===== config.mk =====
export PLATFORM = sky130hd
export DESIGN_NAME = pc_unit
export DESIGN_NICKNAME = d
export VERILOG_FILES = /design/src/rtl/pc_unit.sv
export SDC_FILE = /design/constraint.sdc
export NUM_CORES = 1
export LEC_CHECK = 0
export ABC_CLOCK_PERIOD_IN_PS = 5700
export BUFFER_PORTS_ARGS = -buffer_cell sky130_fd_sc_hd__clkbuf_2
export CAP_MARGIN = 20
export CORE_ASPECT_RATIO = 0.6
export CORE_UTILIZATION = 52
export CTS_BUF_LIST = sky130_fd_sc_hd__clkbuf_4 sky130_fd_sc_hd__clkbuf_8
export CTS_CLUSTER_SIZE = 14
export DETAILED_ROUTE_END_ITERATION = 7
export PLACE_DENSITY_LB_ADDON = 0.2
export SLEW_MARGIN = 25
export SYNTH_ARGS = -nofsm -noshare
export SYNTH_HDL_FRONTEND = slang
export SYNTH_SLANG_ARGS = --single-unit
export TNS_END_PERCENT = 50

===== constraint.sdc =====
create_clock -name CLK -period 5.7 [get_ports CLK]
set_input_delay 1.14 -clock CLK [delete_from_list [all_inputs] [get_ports CLK]]
set_output_delay 1.14 -clock CLK [all_outputs]
set_load 0.05 [all_outputs]

===== src/rtl/pc_unit.sv =====
// pc_unit: fetch-stage program counter with jump, branch and call/return.
// Optional return-address stack enabled by macro PC_UNIT_RAS_EN.
//
// Ports:
//   CLK, RESET_N        clock, async active-low reset
//   PC_EN               advance enable (0 = stall, strobes ignored)
//   JUMP, JUMP_ADDR     absolute jump and its target (also the CALL target)
//   BRANCH, BR_OFFSET   PC-relative branch, two's-complement offset
//   CALL, RET           push return address / pop into PC
//   PC, PC_NEXT         registered PC, value it takes at the next edge
//   RAS_EMPTY/FULL/ERR  stack status, ERR is sticky over/underflow
module pc_unit #(
  parameter int                  PC_WIDTH     = 16,
  parameter int                  STEP         = 1,
  parameter logic [PC_WIDTH-1:0] RESET_VECTOR = '0,
  parameter int                  RAS_DEPTH    = 4
) (
  input  logic                CLK,
  input  logic                RESET_N,
  input  logic                PC_EN,
  input  logic                JUMP,
  input  logic [PC_WIDTH-1:0] JUMP_ADDR,
  input  logic                BRANCH,
  input  logic [PC_WIDTH-1:0] BR_OFFSET,
  input  logic                CALL,
  input  logic                RET,
  output logic [PC_WIDTH-1:0] PC,
  output logic [PC_WIDTH-1:0] PC_NEXT,
  output logic                RAS_EMPTY,
  output logic                RAS_FULL,
  output logic                RAS_ERR
);

  localparam logic [PC_WIDTH-1:0] STEP_W = PC_WIDTH'(STEP);

  logic [PC_WIDTH-1:0] pc_q;
  logic [PC_WIDTH-1:0] pc_d;
  logic [PC_WIDTH-1:0] pc_inc;
  logic [PC_WIDTH-1:0] ras_top;
  logic                ret_hit;
  logic                ret_miss;

  assign pc_inc = pc_q + STEP_W;

`ifdef PC_UNIT_RAS_EN
  localparam int PW = $clog2(RAS_DEPTH);
  localparam int CW = $clog2(RAS_DEPTH + 1);
  localparam logic [CW-1:0] CMAX = CW'(RAS_DEPTH);

  logic [PC_WIDTH-1:0] stk_q [RAS_DEPTH];
  logic [PW-1:0]       wp_q;
  logic [PW-1:0]       wp_d;
  logic [CW-1:0]       cnt_q;
  logic [CW-1:0]       cnt_d;
  logic                empty_q;
  logic                full_q;
  logic                err_q;
  logic                err_d;
  logic                push;
  logic                pop;

  assign ret_hit  = RET && (cnt_q != '0);
  assign ret_miss = RET && (cnt_q == '0);
  assign push     = PC_EN && !RET && CALL;
  assign pop      = PC_EN && ret_hit;
  // wp_q is the next write slot; the newest entry sits just below it.
  assign ras_top  = stk_q[wp_q - PW'(1)];

  always_comb begin
    wp_d  = wp_q;
    cnt_d = cnt_q;
    err_d = err_q;
    if (push) begin
      // When full, wp_q already points at the oldest entry.
      wp_d = wp_q + PW'(1);
      if (cnt_q == CMAX) err_d = 1'b1;
      else cnt_d = cnt_q + CW'(1);
    end else if (pop) begin
      wp_d  = wp_q - PW'(1);
      cnt_d = cnt_q - CW'(1);
    end
    if (PC_EN && ret_miss) err_d = 1'b1;
  end

  always_ff @(posedge CLK or negedge RESET_N) begin
    if (!RESET_N) begin
      wp_q    <= '0;
      cnt_q   <= '0;
      empty_q <= 1'b1;
      full_q  <= 1'b0;
      err_q   <= 1'b0;
      for (int i = 0; i < RAS_DEPTH; i++) stk_q[i] <= '0;
    end else begin
      if (push) stk_q[wp_q] <= pc_inc;
      wp_q    <= wp_d;
      cnt_q   <= cnt_d;
      empty_q <= (cnt_d == '0);
      full_q  <= (cnt_d == CMAX);
      err_q   <= err_d;
    end
  end

  assign RAS_EMPTY = empty_q;
  assign RAS_FULL  = full_q;
  assign RAS_ERR   = err_q;
`else
  logic unused_ret;

  assign unused_ret = RET;
  assign ret_hit    = 1'b0;
  assign ret_miss   = 1'b0;
  assign ras_top    = '0;
  assign RAS_EMPTY  = 1'b1;
  assign RAS_FULL   = 1'b0;
  assign RAS_ERR    = 1'b0;
`endif

  always_comb begin
    pc_d = pc_q;
    if (PC_EN) begin
      if (ret_hit)             pc_d = ras_top;
      else if (ret_miss)       pc_d = pc_inc;
      else if (CALL || JUMP)   pc_d = JUMP_ADDR;
      else if (BRANCH)         pc_d = pc_q + BR_OFFSET;
      else                     pc_d = pc_inc;
    end
  end

  always_ff @(posedge CLK or negedge RESET_N) begin
    if (!RESET_N) pc_q <= RESET_VECTOR;
    else          pc_q <= pc_d;
  end

  assign PC      = pc_q;
  assign PC_NEXT = pc_d;

endmodule


==> results.ini, run 1 <==
[status]
outcome = finished clean

[route]
ant_nets = 0
num_vias = 1678
drtIter0Drc = 74
wl_per_cell_um = 13.69
viasPerCell = 5.502
wirelength_um = 4174
route.detailed.drc = 0
dr.pass1.iters = 4

[critical_path]
worstPathArrival_ns = 3.79
crit_path_end = PC_NEXT[10]
critPathMaxFanout = 16
crit_chain = clkbuf_2, nand2b_1, ha_1, fa_1, a211oi_2, o21ai_2, a211oi_2, o31ai_1, xnor2_1, o221ai_1, clkbuf_2
start_kind = input port
r2r-start = PC[0]
rrSetupSlack_ns = 3.15
critPathRequiredTime_ns = 4.56
cp-startpoint = BRANCH
rr_worst_depth = 8
slowest_delay_ns = 0.44
crit_path_top_delay_cell = fa_1
end_kind = primary output
path_class = input port to primary output
r2r_end = PC[10]

[yosys]
yosys-top-cells-area = dfrtp_1 (25%), ha_1 (12%), and2_1 (5.5%)
synthArstFlopShare_pct = 100.0
ys_warn_count = 0
synth_cells = 202
synth_ff_type = dfrtp_1
synth_seq_cells = 16
synth_area_per_cell_um2 = 7.947
synth.top_cell.area_share_pct = 24.94
netlist_area_um2 = 1605
synth_cell_types = 42
synth_edf_count = 0
yosysTopAreaCell = dfrtp_1
seq_area_frac_synth_pct = 24.94
synth_common_cells = nand2_1 (23), nor2_1 (17), a21oi_1 (16), dfrtp_1 (16)
yosysMostFrequentCell = nand2_1

[sta]
tns_ns = 0
hold_viol_final = 0
setup_ws_ns = 0.7678
grt_setup_unrepaired = false
slew_viol_final = 0
layout_min_cycle_time_ns = 4.932
setup_viol = 0
finalClockSkew_ns = 0.003910
timing.fmax_mhz = 202.7
min_period_over_period_pct = 86.53
tightest_slew_ns = 0.6296
maxSlewHeadroom_pct = 58.03

[place]
io_buffers = 69
gp_congestion = 0.8830
pre_cts_ws_ns = 0.7801
dpl.hpwl_um = 3208
dpl_cell_area_um2 = 1928

[layout]
area_growth_pct = 22.68
antenna_cells_inserted = 0
drive_gt1_share_pct = 30.04
stdcell_area_um2 = 1969
nets = 320
largest_reg_flops = 16
num-fill-cells = 261

[clock_tree]
clk_pin_slew_ns = 0.07
ctsHoldBuffers = 0
cts_sinks = 16
cts-root-buf = clkbuf_8
cts_setup_buffers = 0
htreeDepth = 1
clk_latency_ns = 0.26
cts_tree = built
numCtsBuffers = 3
cts_resized = 0
cts.path.max_buffers = 2

[power]
power_leakage_uw = 0.0009537
power_per_cell_area_nw_per_um2 = 296.3
vdd_ir_drop_max_v = 0.0001676

[floorplanning]
start_util_pct = 55.18
pin_count = 74
die_h_um = 45.04
rows = 15
die_x_um = 73.73
core_region_area_um2 = 2909
die_area_um2 = 3320

[flow_run]
cap_viol_max_count = 0

[global_routing]
antenna_found_initial = 0
overflow = 0
grt_use_total_pct = 25.82
grt_max_degree = 34
grt_pass1_wl_um = 6486
grt_pass1_vias = 1397

[min_path]
holdPathStages = 2
hold_class = flip-flop to flip-flop

## cells by family (layout without fill, tap and decap cells)
| kind of cell | after synthesis | after routing | share of synthesized area (%) |
|---|---|---|---|
| multiplexers | 1 | 1 | 0.7014 |
| other | 2 | 3 | 0.4678 |
| AND/OR/NAND/NOR | 69 | 69 | 20.19 |
| AO/OA/AOI/OAI | 70 | 70 | 28.68 |
| buffers and inverters | 17 | 77 | 6.079 |
| flip-flops | 16 | 16 | 24.94 |
| XOR/XNOR | 11 | 11 | 6.001 |
| adder cells (fa/ha/maj) | 16 | 16 | 12.94 |
## area by class of cell
cell class,instances,area [um^2],share of cell area (%)
Multi-Input combinational cell,170,1111,56.42
Sequential cell,16,400.4,20.33
Timing Repair Buffer,69,345.3,17.53
Tap cell,42,52.55,2.668
Clock buffer,3,41.29,2.097
Inverter,5,18.77,0.9530
## layer usage
layer	wire (um)	GRT usage (%)	vias up
met3	372	5.580	4
met2	1608	39.63	80
met4	15	2.308	0
li1	-	-	847
met1	2178	38.62	747
met5	0	0	-
## worst max-delay path: cells and delay by family
family	cells	cell delay [ns]
AND/OR/NAND/NOR	1	0.09
XOR/XNOR	1	0.15
adder cells (fa/ha/maj)	2	0.67
AO/OA/AOI/OAI	5	1.17
buffers and inverters	2	0.56
## worst min-delay path by stage
stage / from / endpoint / slack, ns
finish: PC[13] / PC[13] / 0.58
global route: PC[6] / PC[6] / 0.60
CTS: PC[6] / PC[6] / 0.59
detailed placement: PC[2] / PC[2] / 0.57
global placement: PC[2] / PC[2] / 0.55
floorplan: RESET_N / PC[0] / 0.84
## per-stage QoR
step                util [%]  total power (uW)  instances  hold slack, ns
detailed placement     66.28             490.9        302          0.5712
floorplan                  -             419.4        203          0.8444
finish                 67.70             583.5        305          0.5798
global placement       66.28             487.5        302          0.5510
global route           67.70             614.9        305          0.6018
CTS                    67.70             581.4        305          0.5872
## where the power goes
part / internal, uW / leakage, uW / switching (uW)
sequential: 130 / 0.000185 / 15.1
combinational: 106 / 0.000747 / 242
clock: 47.0 / 0.0000216 / 43.7
total: 282 / 0.000954 / 301
## layout by cell type, fill, tap and decap left out, types with 2 or more instances in the layout
| master | instances |
|---|---|
| a211oi_1 | 3 |
| dfrtp_1 | 16 |
| o31ai_1 | 4 |
| nand2_1 | 23 |
| a211oi_2 | 2 |
| clkbuf_8 | 3 |
| xnor2_1 | 10 |
| nor2b_1 | 2 |
| o211ai_1 | 2 |
| a21oi_1 | 16 |
| clkbuf_2 | 69 |
| o21a_1 | 5 |
| o21ai_1 | 3 |
| nor3_1 | 3 |
| and2_1 | 14 |
| nand4_1 | 2 |
| nand3_1 | 5 |
| inv_1 | 5 |
| o221ai_1 | 3 |
| conb_1 | 3 |
| o21bai_1 | 3 |
| o21ai_0 | 15 |
| a31oi_1 | 6 |
| ha_1 | 15 |
| nor2_1 | 17 |
No activity file was read; power rests on OpenSTA's default activity.
==> run 2: changes to the inputs <==
Settings changed: REMOVE_ABC_BUFFERS set to 1.
==> run 2 against run 1 <==
  * First-iteration DRC count down 20%
  * Combinational power about the same
  * Clock power down 5.0%
  * Highest routed layer unchanged
  * Cell area unchanged
  * Via count up 0.24%
  * Count of clock-buffer cells in the layout unchanged
  * Register-to-register slack worse by 0.04 ns
  * Sequential power about the same
  * Global-route usage up 0.42 points
  * Fmax down 1.8%
==> results.ini, run 2 (same netlist as run 1, synthesis figures left out) <==
[flow_run]
cap_viol_max_count = 0

[power]
power_per_cell_area_nw_per_um2 = 294.9
p_switching_uw = 298.0
p_sw_share_pct = 51.32
power_leakage_uw = 0.0009537
pwr-share-seq_pct = 24.9
intPower_uw = 282.7
clock_power_share_pct = 14.9
p_comb_share_pct = 60.2
vdd_ir_drop_max_v = 0.0001436
power_uw = 580.7

[route]
ant_nets = 0
num_vias = 1682
route.detailed.drc = 0
drtIter0Drc = 59
wirelength_um = 4233
dr.pass1.iters = 4
wl_per_cell_um = 13.88
viasPerCell = 5.515

[sta]
setup_viol = 0
maxSlewHeadroom_pct = 55.74
hold_viol_final = 0
layout_min_cycle_time_ns = 5.023
timing.fmax_mhz = 199.1
min_period_over_period_pct = 88.13
slew_viol_final = 0
tns_ns = 0
finalClockSkew_ns = 0.003406
tightest_slew_ns = 0.6614
grt_setup_unrepaired = false

[layout]
num-fill-cells = 261
post-route-util_pct = 67.70
drive_gt1_share_pct = 30.04
antenna_cells_inserted = 0
final_common_cell = clkbuf_2
nets = 320
largest_reg_flops = 16
mostFrequentLayoutCells = clkbuf_2 (69), nand2_1 (23), nor2_1 (17), dfrtp_1 (16), a21oi_1 (16)
area_growth_pct = 22.68
layout.cells.non_filler = 305

[critical_path]
rr_worst_depth = 8
r2r_end = PC[12]
path_class = input port to primary output
cp-startpoint = BRANCH
critPathMaxFanout = 16
rrSetupSlack_ns = 3.11
critPathRequiredTime_ns = 4.56
worstPathArrival_ns = 3.88
end_kind = primary output
start_kind = input port
r2r-start = PC[0]

[min_path]
holdPathStages = 1
min_from = PC[2]
whs_endpoint = PC[2]
hold_class = flip-flop to flip-flop

[clock_tree]
clk_pin_slew_ns = 0.06
cts.path.max_buffers = 2
cts_sinks = 16
cts_tree = built
clk_latency_ns = 0.25
numCtsBuffers = 3
ctsHoldBuffers = 0
cts_setup_buffers = 0
htreeDepth = 1
cts-root-buf = clkbuf_8
cts_resized = 0

[place]
dpl.hpwl_um = 3209
gp_congestion = 0.9681
placedCellCount = 302
io_buffers = 69

[global_routing]
grt_pass1_vias = 1310
antenna_found_initial = 0
grt_pass1_wl_um = 6458
overflow = 0
grt_max_degree = 34
grt_use_total_pct = 26.24

[floorplanning]
rows = 15
pin_count = 74
start_util_pct = 55.18
die_h_um = 45.04
die_area_um2 = 3320
die_x_um = 73.73
core_region_area_um2 = 2909

[status]
outcome = finished clean

[run 2: cell counts in the layout (fill, tap and decap cells not counted)]
Identical to the previous run, type by type.
[run 2: cell type report]
type	count	area, um^2	area share (%)
repair buffers	69	345.3	17.53
inverters	5	18.77	0.9530
multi-input cells	170	1111	56.42
clock buffers	3	41.29	2.097
flip-flops and latches	16	400.4	20.33
well taps	42	52.55	2.668
[run 2: worst max path at each step]
stage,to,slack (ns),cells after the start
2_1_floorplan,PC_NEXT[10],0.84,9
3_3_place_gp,PC_NEXT[10],0.76,11
3_5_place_dp,PC_NEXT[12],0.66,11
4_1_cts,PC_NEXT[12],0.67,11
5_1_grt,PC_NEXT[10],0.47,11
6_report,PC_NEXT[12],0.68,11
[run 2: metrics by stage]
step | hold slack [ns] | setup WS (ns) | area, um^2
final | 0.5675 | 0.6767 | 1969
after global placement | 0.5573 | 0.7620 | 1928
after floorplan | 0.8444 | 0.8385 | 1530
after detailed placement | 0.5550 | 0.6618 | 1928
after CTS | 0.5690 | 0.6694 | 1969
after global routing | 0.5900 | 0.4675 | 1969
[run 2: worst max-delay path, cell delays in order]
cell and delay [ns]:
clkbuf_2 0.26, nand2b_1 0.10, ha_1 0.25, fa_1 0.45
a211oi_2 0.33, o21ai_2 0.13, a211oi_2 0.37, o31ai_1 0.15
xnor2_1 0.14, o221ai_1 0.22, clkbuf_2 0.33
[run 2: power groups by stage]
stage	Combinational [uW]	Sequential (uW)	Clock (uW)
detailed placement	346	146	0
CTS	347	145	86.6
global placement	342	145	0
finish	350	145	86.3
floorplan	210	201	0
global route	374	147	93.3
[run 2: metal layers]
metal	track usage (%)	part of all wire (%)	vias up
li1	-	-	847
met2	35.78	38	73
met3	6.473	8.2	5
met4	3.846	0.38	0
met1	41.63	53	757
met5	0	0	-
